<file path="src/rtl/alu32_pkg.sv">
`default_nettype none
// ============================================================================
// Package     : alu32_pkg
// Description : Shared constants for the 32-bit logic issue/collect stage:
//               default widths, unit count and opcode assignments.
// Revision    : 1.0 - initial release
// ============================================================================
package alu32_pkg;

  // Default datapath geometry
  localparam int ALU_WIDTH     = 32;
  localparam int ALU_OP_W      = 3;
  localparam int ALU_NUM_UNITS = 4;
  localparam int ALU_CNT_W     = 16;

  // Opcode i enables gated unit i
  localparam int OP_AND = 0;
  localparam int OP_OR  = 1;
  localparam int OP_XOR = 2;
  localparam int OP_NOR = 3;

endpackage
`default_nettype wire

</file>
<file path="src/rtl/alu32_logic_issue_if.sv">
`default_nettype none
// ============================================================================
// Interface   : alu32_logic_issue_if
// Description : Upstream request, unit-side and downstream result signals of
//               the logic issue stage. The stage itself uses the slave view.
// Revision    : 1.0 - initial release
// ============================================================================
interface alu32_logic_issue_if
  import alu32_pkg::*;
#(
  parameter int WIDTH     = ALU_WIDTH,
  parameter int OP_W      = ALU_OP_W,
  parameter int NUM_UNITS = ALU_NUM_UNITS,
  parameter int CNT_W     = ALU_CNT_W
);
  // Upstream request
  logic                 In_Valid;
  logic                 In_Ready;
  logic [OP_W-1:0]      Op;
  logic [WIDTH-1:0]     In1;
  logic [WIDTH-1:0]     In2;
  // Unit side
  logic [WIDTH-1:0]     UnitA;
  logic [WIDTH-1:0]     UnitB;
  logic [NUM_UNITS-1:0] EnVec;
  logic [WIDTH-1:0]     UnitRes;
  // Downstream result
  logic                 Out_Valid;
  logic                 Out_Ready;
  logic [WIDTH-1:0]     Out;
  logic                 Zero;
  logic                 Err;
  logic [CNT_W-1:0]     OpCount;

  modport slave (
    input  In_Valid, Op, In1, In2, UnitRes, Out_Ready,
    output In_Ready, UnitA, UnitB, EnVec, Out_Valid, Out, Zero, Err, OpCount
  );

  modport master (
    output In_Valid, Op, In1, In2, UnitRes, Out_Ready,
    input  In_Ready, UnitA, UnitB, EnVec, Out_Valid, Out, Zero, Err, OpCount
  );

endinterface
`default_nettype wire

</file>
<file path="src/rtl/alu32_op_onehot.sv">
`default_nettype none
// ============================================================================
// Module      : alu32_op_onehot
// Description : Combinational opcode decode: one-hot unit enable and an
//               illegal-opcode flag. Enables are all zero when not valid or
//               when the opcode has no matching unit.
// Revision    : 1.0 - initial release
// ============================================================================
module alu32_op_onehot
  import alu32_pkg::*;
#(
  parameter int OP_W      = ALU_OP_W,
  parameter int NUM_UNITS = ALU_NUM_UNITS
) (
  input  logic [OP_W-1:0]      op,
  input  logic                 valid,
  output logic [NUM_UNITS-1:0] en_vec,
  output logic                 illegal
);

  // Opcode zero-extended to int so it compares cleanly against the unit count
  logic w_legal;

  assign illegal = (int'(op) >= NUM_UNITS);
  assign w_legal = valid && !illegal;

  // One enable per unit; a single bit at most can match the opcode
  for (genvar i = 0; i < NUM_UNITS; i++) begin : g_en
    assign en_vec[i] = w_legal && (int'(op) == i);
  end

endmodule
`default_nettype wire

</file>
<file path="src/rtl/alu32_logic_issue.sv">
`default_nettype none
// ============================================================================
// Module      : alu32_logic_issue
// Description : Two-stage issue/collect wrapper around the gated 32-bit logic
//               units. S0 holds the operands and drives one unit enable; S1
//               captures the OR-combined unit result with Zero/Err flags and
//               presents it over a valid/ready handshake.
// Revision    : 1.0 - initial release
// ============================================================================
module alu32_logic_issue
  import alu32_pkg::*;
#(
  parameter int WIDTH     = ALU_WIDTH,
  parameter int OP_W      = ALU_OP_W,
  parameter int NUM_UNITS = ALU_NUM_UNITS,
  parameter int CNT_W     = ALU_CNT_W
) (
  input logic               Clk,
  input logic               Rst,
  alu32_logic_issue_if.slave bus
);

  // Issue stage
  logic                 r_s0_valid;
  logic [OP_W-1:0]      r_op;
  logic [WIDTH-1:0]     r_a;
  logic [WIDTH-1:0]     r_b;
  // Result stage
  logic                 r_s1_valid;
  logic [WIDTH-1:0]     r_out;
  logic                 r_zero;
  logic                 r_err;
  logic [CNT_W-1:0]     r_cnt;

  logic                 w_s1_load;
  logic                 w_in_ready;
  logic                 w_accept;
  logic                 w_handoff;
  logic                 w_illegal;
  logic [NUM_UNITS-1:0] w_en_vec;
  logic [WIDTH-1:0]     w_res;

  alu32_op_onehot #(
    .OP_W      (OP_W),
    .NUM_UNITS (NUM_UNITS)
  ) u_onehot (
    .op      (r_op),
    .valid   (r_s0_valid),
    .en_vec  (w_en_vec),
    .illegal (w_illegal)
  );

  // S0 may advance whenever S1 is free or being drained this cycle.
  // In_Ready is held low during reset so nothing is offered as accepted.
  assign w_s1_load  = r_s0_valid && (!r_s1_valid || bus.Out_Ready);
  assign w_in_ready = !Rst && (!r_s0_valid || w_s1_load);
  assign w_accept   = bus.In_Valid && w_in_ready;
  assign w_handoff  = r_s1_valid && bus.Out_Ready;
  // Illegal opcodes enable no unit; force the result to zero regardless
  assign w_res      = w_illegal ? '0 : bus.UnitRes;

  // Issue register: load on accept, empty when advanced without a refill
  always_ff @(posedge Clk) begin
    if (Rst) begin
      r_s0_valid <= 1'b0;
      r_op       <= '0;
      r_a        <= '0;
      r_b        <= '0;
    end else if (w_accept) begin
      r_s0_valid <= 1'b1;
      r_op       <= bus.Op;
      r_a        <= bus.In1;
      r_b        <= bus.In2;
    end else if (w_s1_load) begin
      r_s0_valid <= 1'b0;
    end
  end

  // Result register: capture unit return on advance, empty after handoff
  always_ff @(posedge Clk) begin
    if (Rst) begin
      r_s1_valid <= 1'b0;
      r_out      <= '0;
      r_zero     <= 1'b0;
      r_err      <= 1'b0;
    end else if (w_s1_load) begin
      r_s1_valid <= 1'b1;
      r_out      <= w_res;
      r_zero     <= (w_res == '0);
      r_err      <= w_illegal;
    end else if (w_handoff) begin
      r_s1_valid <= 1'b0;
    end
  end

  // Handoff counter, wraps naturally at full scale
  always_ff @(posedge Clk) begin
    if (Rst) begin
      r_cnt <= '0;
    end else if (w_handoff) begin
      r_cnt <= r_cnt + 1'b1;
    end
  end

  assign bus.In_Ready  = w_in_ready;
  assign bus.UnitA     = r_a;
  assign bus.UnitB     = r_b;
  assign bus.EnVec     = w_en_vec;
  assign bus.Out_Valid = r_s1_valid;
  assign bus.Out       = r_out;
  assign bus.Zero      = r_zero;
  assign bus.Err       = r_err;
  assign bus.OpCount   = r_cnt;

endmodule
`default_nettype wire

</file>
<file path="src/flat_wrapper.sv">
// flat-port wrapper written by rule: the top's interface ports become plain ports
module alu32_logic_issue_flat import alu32_pkg::*;
#(
  parameter int WIDTH     = ALU_WIDTH,
  parameter int OP_W      = ALU_OP_W,
  parameter int NUM_UNITS = ALU_NUM_UNITS,
  parameter int CNT_W     = ALU_CNT_W
)
  (Clk, Rst, bus_In_Valid, bus_Op, bus_In1, bus_In2, bus_UnitRes, bus_Out_Ready, bus_In_Ready, bus_UnitA, bus_UnitB, bus_EnVec, bus_Out_Valid, bus_Out, bus_Zero, bus_Err, bus_OpCount);
  alu32_logic_issue_if #(.WIDTH(WIDTH), .OP_W(OP_W), .NUM_UNITS(NUM_UNITS), .CNT_W(CNT_W)) bus_i ();
  input logic Clk;
  input logic Rst;
  input wire logic [$bits(bus_i.In_Valid)-1:0] bus_In_Valid;
  input wire logic [$bits(bus_i.Op)-1:0] bus_Op;
  input wire logic [$bits(bus_i.In1)-1:0] bus_In1;
  input wire logic [$bits(bus_i.In2)-1:0] bus_In2;
  input wire logic [$bits(bus_i.UnitRes)-1:0] bus_UnitRes;
  input wire logic [$bits(bus_i.Out_Ready)-1:0] bus_Out_Ready;
  output wire logic [$bits(bus_i.In_Ready)-1:0] bus_In_Ready;
  output wire logic [$bits(bus_i.UnitA)-1:0] bus_UnitA;
  output wire logic [$bits(bus_i.UnitB)-1:0] bus_UnitB;
  output wire logic [$bits(bus_i.EnVec)-1:0] bus_EnVec;
  output wire logic [$bits(bus_i.Out_Valid)-1:0] bus_Out_Valid;
  output wire logic [$bits(bus_i.Out)-1:0] bus_Out;
  output wire logic [$bits(bus_i.Zero)-1:0] bus_Zero;
  output wire logic [$bits(bus_i.Err)-1:0] bus_Err;
  output wire logic [$bits(bus_i.OpCount)-1:0] bus_OpCount;
  assign bus_i.In_Valid = bus_In_Valid;
  assign bus_i.Op = bus_Op;
  assign bus_i.In1 = bus_In1;
  assign bus_i.In2 = bus_In2;
  assign bus_i.UnitRes = bus_UnitRes;
  assign bus_i.Out_Ready = bus_Out_Ready;
  assign bus_In_Ready = bus_i.In_Ready;
  assign bus_UnitA = bus_i.UnitA;
  assign bus_UnitB = bus_i.UnitB;
  assign bus_EnVec = bus_i.EnVec;
  assign bus_Out_Valid = bus_i.Out_Valid;
  assign bus_Out = bus_i.Out;
  assign bus_Zero = bus_i.Zero;
  assign bus_Err = bus_i.Err;
  assign bus_OpCount = bus_i.OpCount;
  alu32_logic_issue #(.WIDTH(WIDTH), .OP_W(OP_W), .NUM_UNITS(NUM_UNITS), .CNT_W(CNT_W)) u_core (.Clk(Clk), .Rst(Rst), .bus(bus_i));
endmodule
</file>
<file path="config.mk">
export PLATFORM = sky130hd
export DESIGN_NAME = alu32_logic_issue_flat
export DESIGN_NICKNAME = d
export VERILOG_FILES = /design/src/rtl/alu32_pkg.sv /design/src/rtl/alu32_logic_issue_if.sv /design/src/rtl/alu32_op_onehot.sv /design/src/rtl/alu32_logic_issue.sv /design/src/flat_wrapper.sv
export SDC_FILE = /design/constraint.sdc
export NUM_CORES = 1
export LEC_CHECK = 0
export ABC_AREA = 1
export CAP_MARGIN = 40
export CORE_UTILIZATION = 41
export DETAILED_ROUTE_END_ITERATION = 10
export PLACE_DENSITY = 0.81
export SLEW_MARGIN = 10
export SYNTH_ARGS = -nofsm -noshare
export SYNTH_HDL_FRONTEND = slang
export SYNTH_SLANG_ARGS = --single-unit
</file>
<file path="constraint.sdc">
create_clock -name Clk -period 1.8 [get_ports Clk]
set_input_delay 0.36 -clock Clk [delete_from_list [all_inputs] [get_ports Clk]]
set_output_delay 0.36 -clock Clk [all_outputs]
set_load 0.03 [all_outputs]
</file>
==> flow_summary.json <==
{
  "yosysWarnings": 0,
  "cp_slowest_cell": "dfxtp_2",
  "die_width_um": 108,
  "die_h_um": 108,
  "fin_crit_sh_pct": 96.6,
  "place_congestion": 0.819,
  "slowest_delay_ns": 0.37,
  "root_buffer": "clkbuf_8",
  "synth_top_area_share_pct": 51.7,
  "synth.most_common_cell": "nand2_1",
  "endpoint_kind": "output pin",
  "async_flop_share_pct": 0,
  "io_buffer_count": 222,
  "grt_max_degree": 52,
  "post-dp-hpwl_um": 9530,
  "die-area_mm2": 0.0117,
  "arrival_ns": 1.38,
  "maxCapViolCount": 0,
  "crit_chain": "inv_1 > nor3_2 > buf_4",
  "crit_fanout": 3,
  "cts_hold_buf": 0,
  "ff2ff_path_depth": 9,
  "ant_nets": 0,
  "grt_pass1_vias": 4585,
  "fin_nets": 925,
  "slew_violations": 0,
  "crit_type": "reg -> out",
  "holdWs_ns": 0.287,
  "finalHoldViolations": 0,
  "antenna_found_initial": 0,
  "syn_nets": 698,
  "initial_utilization_pct": 42.3,
  "area_delta_synth_final_pct": 62.2,
  "vias_per_cell": 4.96,
  "synth_commonest_cells": "nand2_1 (178), dfxtp_1 (119), o21ai_1 (52)",
  "syn_area_mm2": 0.00461,
  "ff2ff_setup_slack_ns": 0.33,
  "track_usage_pct": 23.4,
  "cts-htree-levels": 4,
  "rows": 38,
  "coreArea_mm2": 0.0109,
  "critPathRequiredTime_ns": 1.44,
  "regToRegEndpoint": "u_core.bus.OpCount[14]",
  "wl_um": 13400,
  "hp-class": "in -> reg",
  "worstSetupStartpoint": "u_core.r_op[1]",
  "fmaxAchievable_ghz": 0.575,
  "cts_buffer_depth": 2,
  "ys.flop_type": "dfxtp_1",
  "vias": 4818,
  "placed_cells": 940,
  "drive_gt1_share_pct": 11.4,
  "total_power_uw": 6960,
  "period_minus_slack_ns": 1.74,
  "dr.pass1.iters": 5,
  "outcome": "finished clean",
  "clock_sinks": 119,
  "grt_overflow_total": 0,
  "synth_area_per_cell_um2": 7.75,
  "clk_pin_slew_ns": 0.05,
  "io_pins": 223,
  "yosys.area.top_type": "dfxtp_1",
  "insertion_delay_ns": 0.51,
  "fin_cells": 972,
  "cts_tree": "yes",
  "drtIter0Drc": 302,
  "worstSetupEndpoint": "bus_EnVec[2]",
  "cts_made_buffers": 17,
  "synth_edf_count": 0,
  "tns_ns": 0,
  "setup_violations": 0,
  "ys_seq_area_share_pct": 51.7,
  "grt_pass1_wl_um": 21100,
  "synth_cell_types": 30,
  "p_leak_uw": 0.00336,
  "max_slew.worst_pin.slew_ns": 0.415,
  "drc": 0,
  "power_density_mw_per_mm2": 932,
  "finClkSkew_ns": 0.00486,
  "peakVddDrop_v": 0.000578,
  "synth_area_leaders": "dfxtp_1 (52%), nand2_1 (15%), o21ai_1 (5.7%)",
  "final_util_pct": 68.6,
  "antenna_cells": 0,
  "synthCells": 594,
  "post_drt_wl_per_cell_um": 13.8,
  "r2r-start": "u_core.bus.OpCount[0]",
  "ys_ff_latch": 119,
  "worstSetupStartpointType": "flip-flop",
  "maxSlewHeadroom_pct": 72.3
}
-- cell usage in the layout (no fill, tap or decap), types with 2 or more instances in the layout --
cell,netlist,final
nand2_1,178,177
dfxtp_1,119,116
dlygate4sd2_1,0,115
clkdlybuf4s50_1,0,101
o21ai_1,52,52
a21oi_1,35,35
nand3_1,34,34
nor2_1,35,34
o21ai_0,27,27
inv_1,22,21
clkbuf_16,0,16
buf_4,0,16
nand2_2,14,14
o21ai_2,10,10
buf_12,0,9
inv_2,6,7
clkbuf_8,0,5
clkbuf_1,13,5
clkinv_2,0,4
nor2_2,2,3
nor3_2,1,3
a211oi_1,3,3
o31ai_1,3,3
nor3_1,7,3
a22oi_1,3,3
nor3_4,0,2
dfxtp_2,0,2
-- worst min-delay path by stage --
stage                             from              endpoint  slack, ns  cells after the start
floorplan                  bus_In2[10]  u_core.bus.UnitB[10]       0.46                      2
global placement     u_core.bus.Out[3]     u_core.bus.Out[3]       0.45                      2
detailed placement  u_core.bus.Out[21]    u_core.bus.Out[21]       0.46                      2
CTS                         bus_In1[2]   u_core.bus.UnitA[2]       0.37                      3
global route             bus_Out_Ready     u_core.r_s0_valid       0.30                      6
finish                   bus_Out_Ready     u_core.r_s0_valid       0.29                      6
-- metal layers --
metal  up-vias  track usage, %  part of all wire (%)
met4         0            15.4                   3.9
met5         -               0                     0
met1      2178            25.4                    39
li1       2395               -                     -
met3        42            8.74                   7.5
met2       203            38.3                    49
-- kinds of logic (layout without fill, tap and decap cells) --
kind of cell,count (synthesis),count (layout),share of synthesized area [%]
buffers and inverters,63,301,6.82
and+or+nand+nor,276,276,25.0
adders and majority gates,1,1,0.272
DFF,119,119,51.7
xor gates and xnor gates,1,1,0.190
AOI/OAI and AO/OA,134,134,16.0
-- layout make-up --
class	count	area (um2)
Clock buffer	26	488
Sequential cell	119	2390
Inverter	28	105
Fill cell	918	3420
Timing Repair Buffer	243	2340
Multi-Input combinational cell	412	1950
Tap cell	140	175
Clock inverter	4	20.0
-- through the flow --
stage	instance area [um2]	setup WS (ns)
after global routing	7470	-0.0193
after global placement	7040	-0.0173
after CTS	7430	0.0233
after floorplan	4610	0.0793
after detailed placement	7040	-0.0734
final	7470	0.0620
-- sequential cells by signal (all words and copies together) (netlist names), 3 cells and up --
name,cells
u_core.bus.OpCount,16
u_core.bus.Out,32
u_core.bus.UnitA,32
u_core.bus.UnitB,32
u_core.r_op,3
-- timing repair --
action | CTS | global route
pin swaps | 0 | 3
buffers inserted | 1 | 1
gates resized for setup | 122 | 9
endpoints found under the setup margin | 120 | 5
-- critical path, delay by kind of cell, from the launching register on --
kind | cells | cell delay [ns]
AND/OR/NAND/NOR | 1 | 0.20
buffers and inverters | 2 | 0.30
flip-flops | 1 | 0.37
-- power by group --
group / internal (uW) / switching (uW)
clock network: 1810 / 1100
logic: 503 / 674
registers: 2790 / 84.4
total: 5100 / 1860
Power figures use the tool's default switching activity.
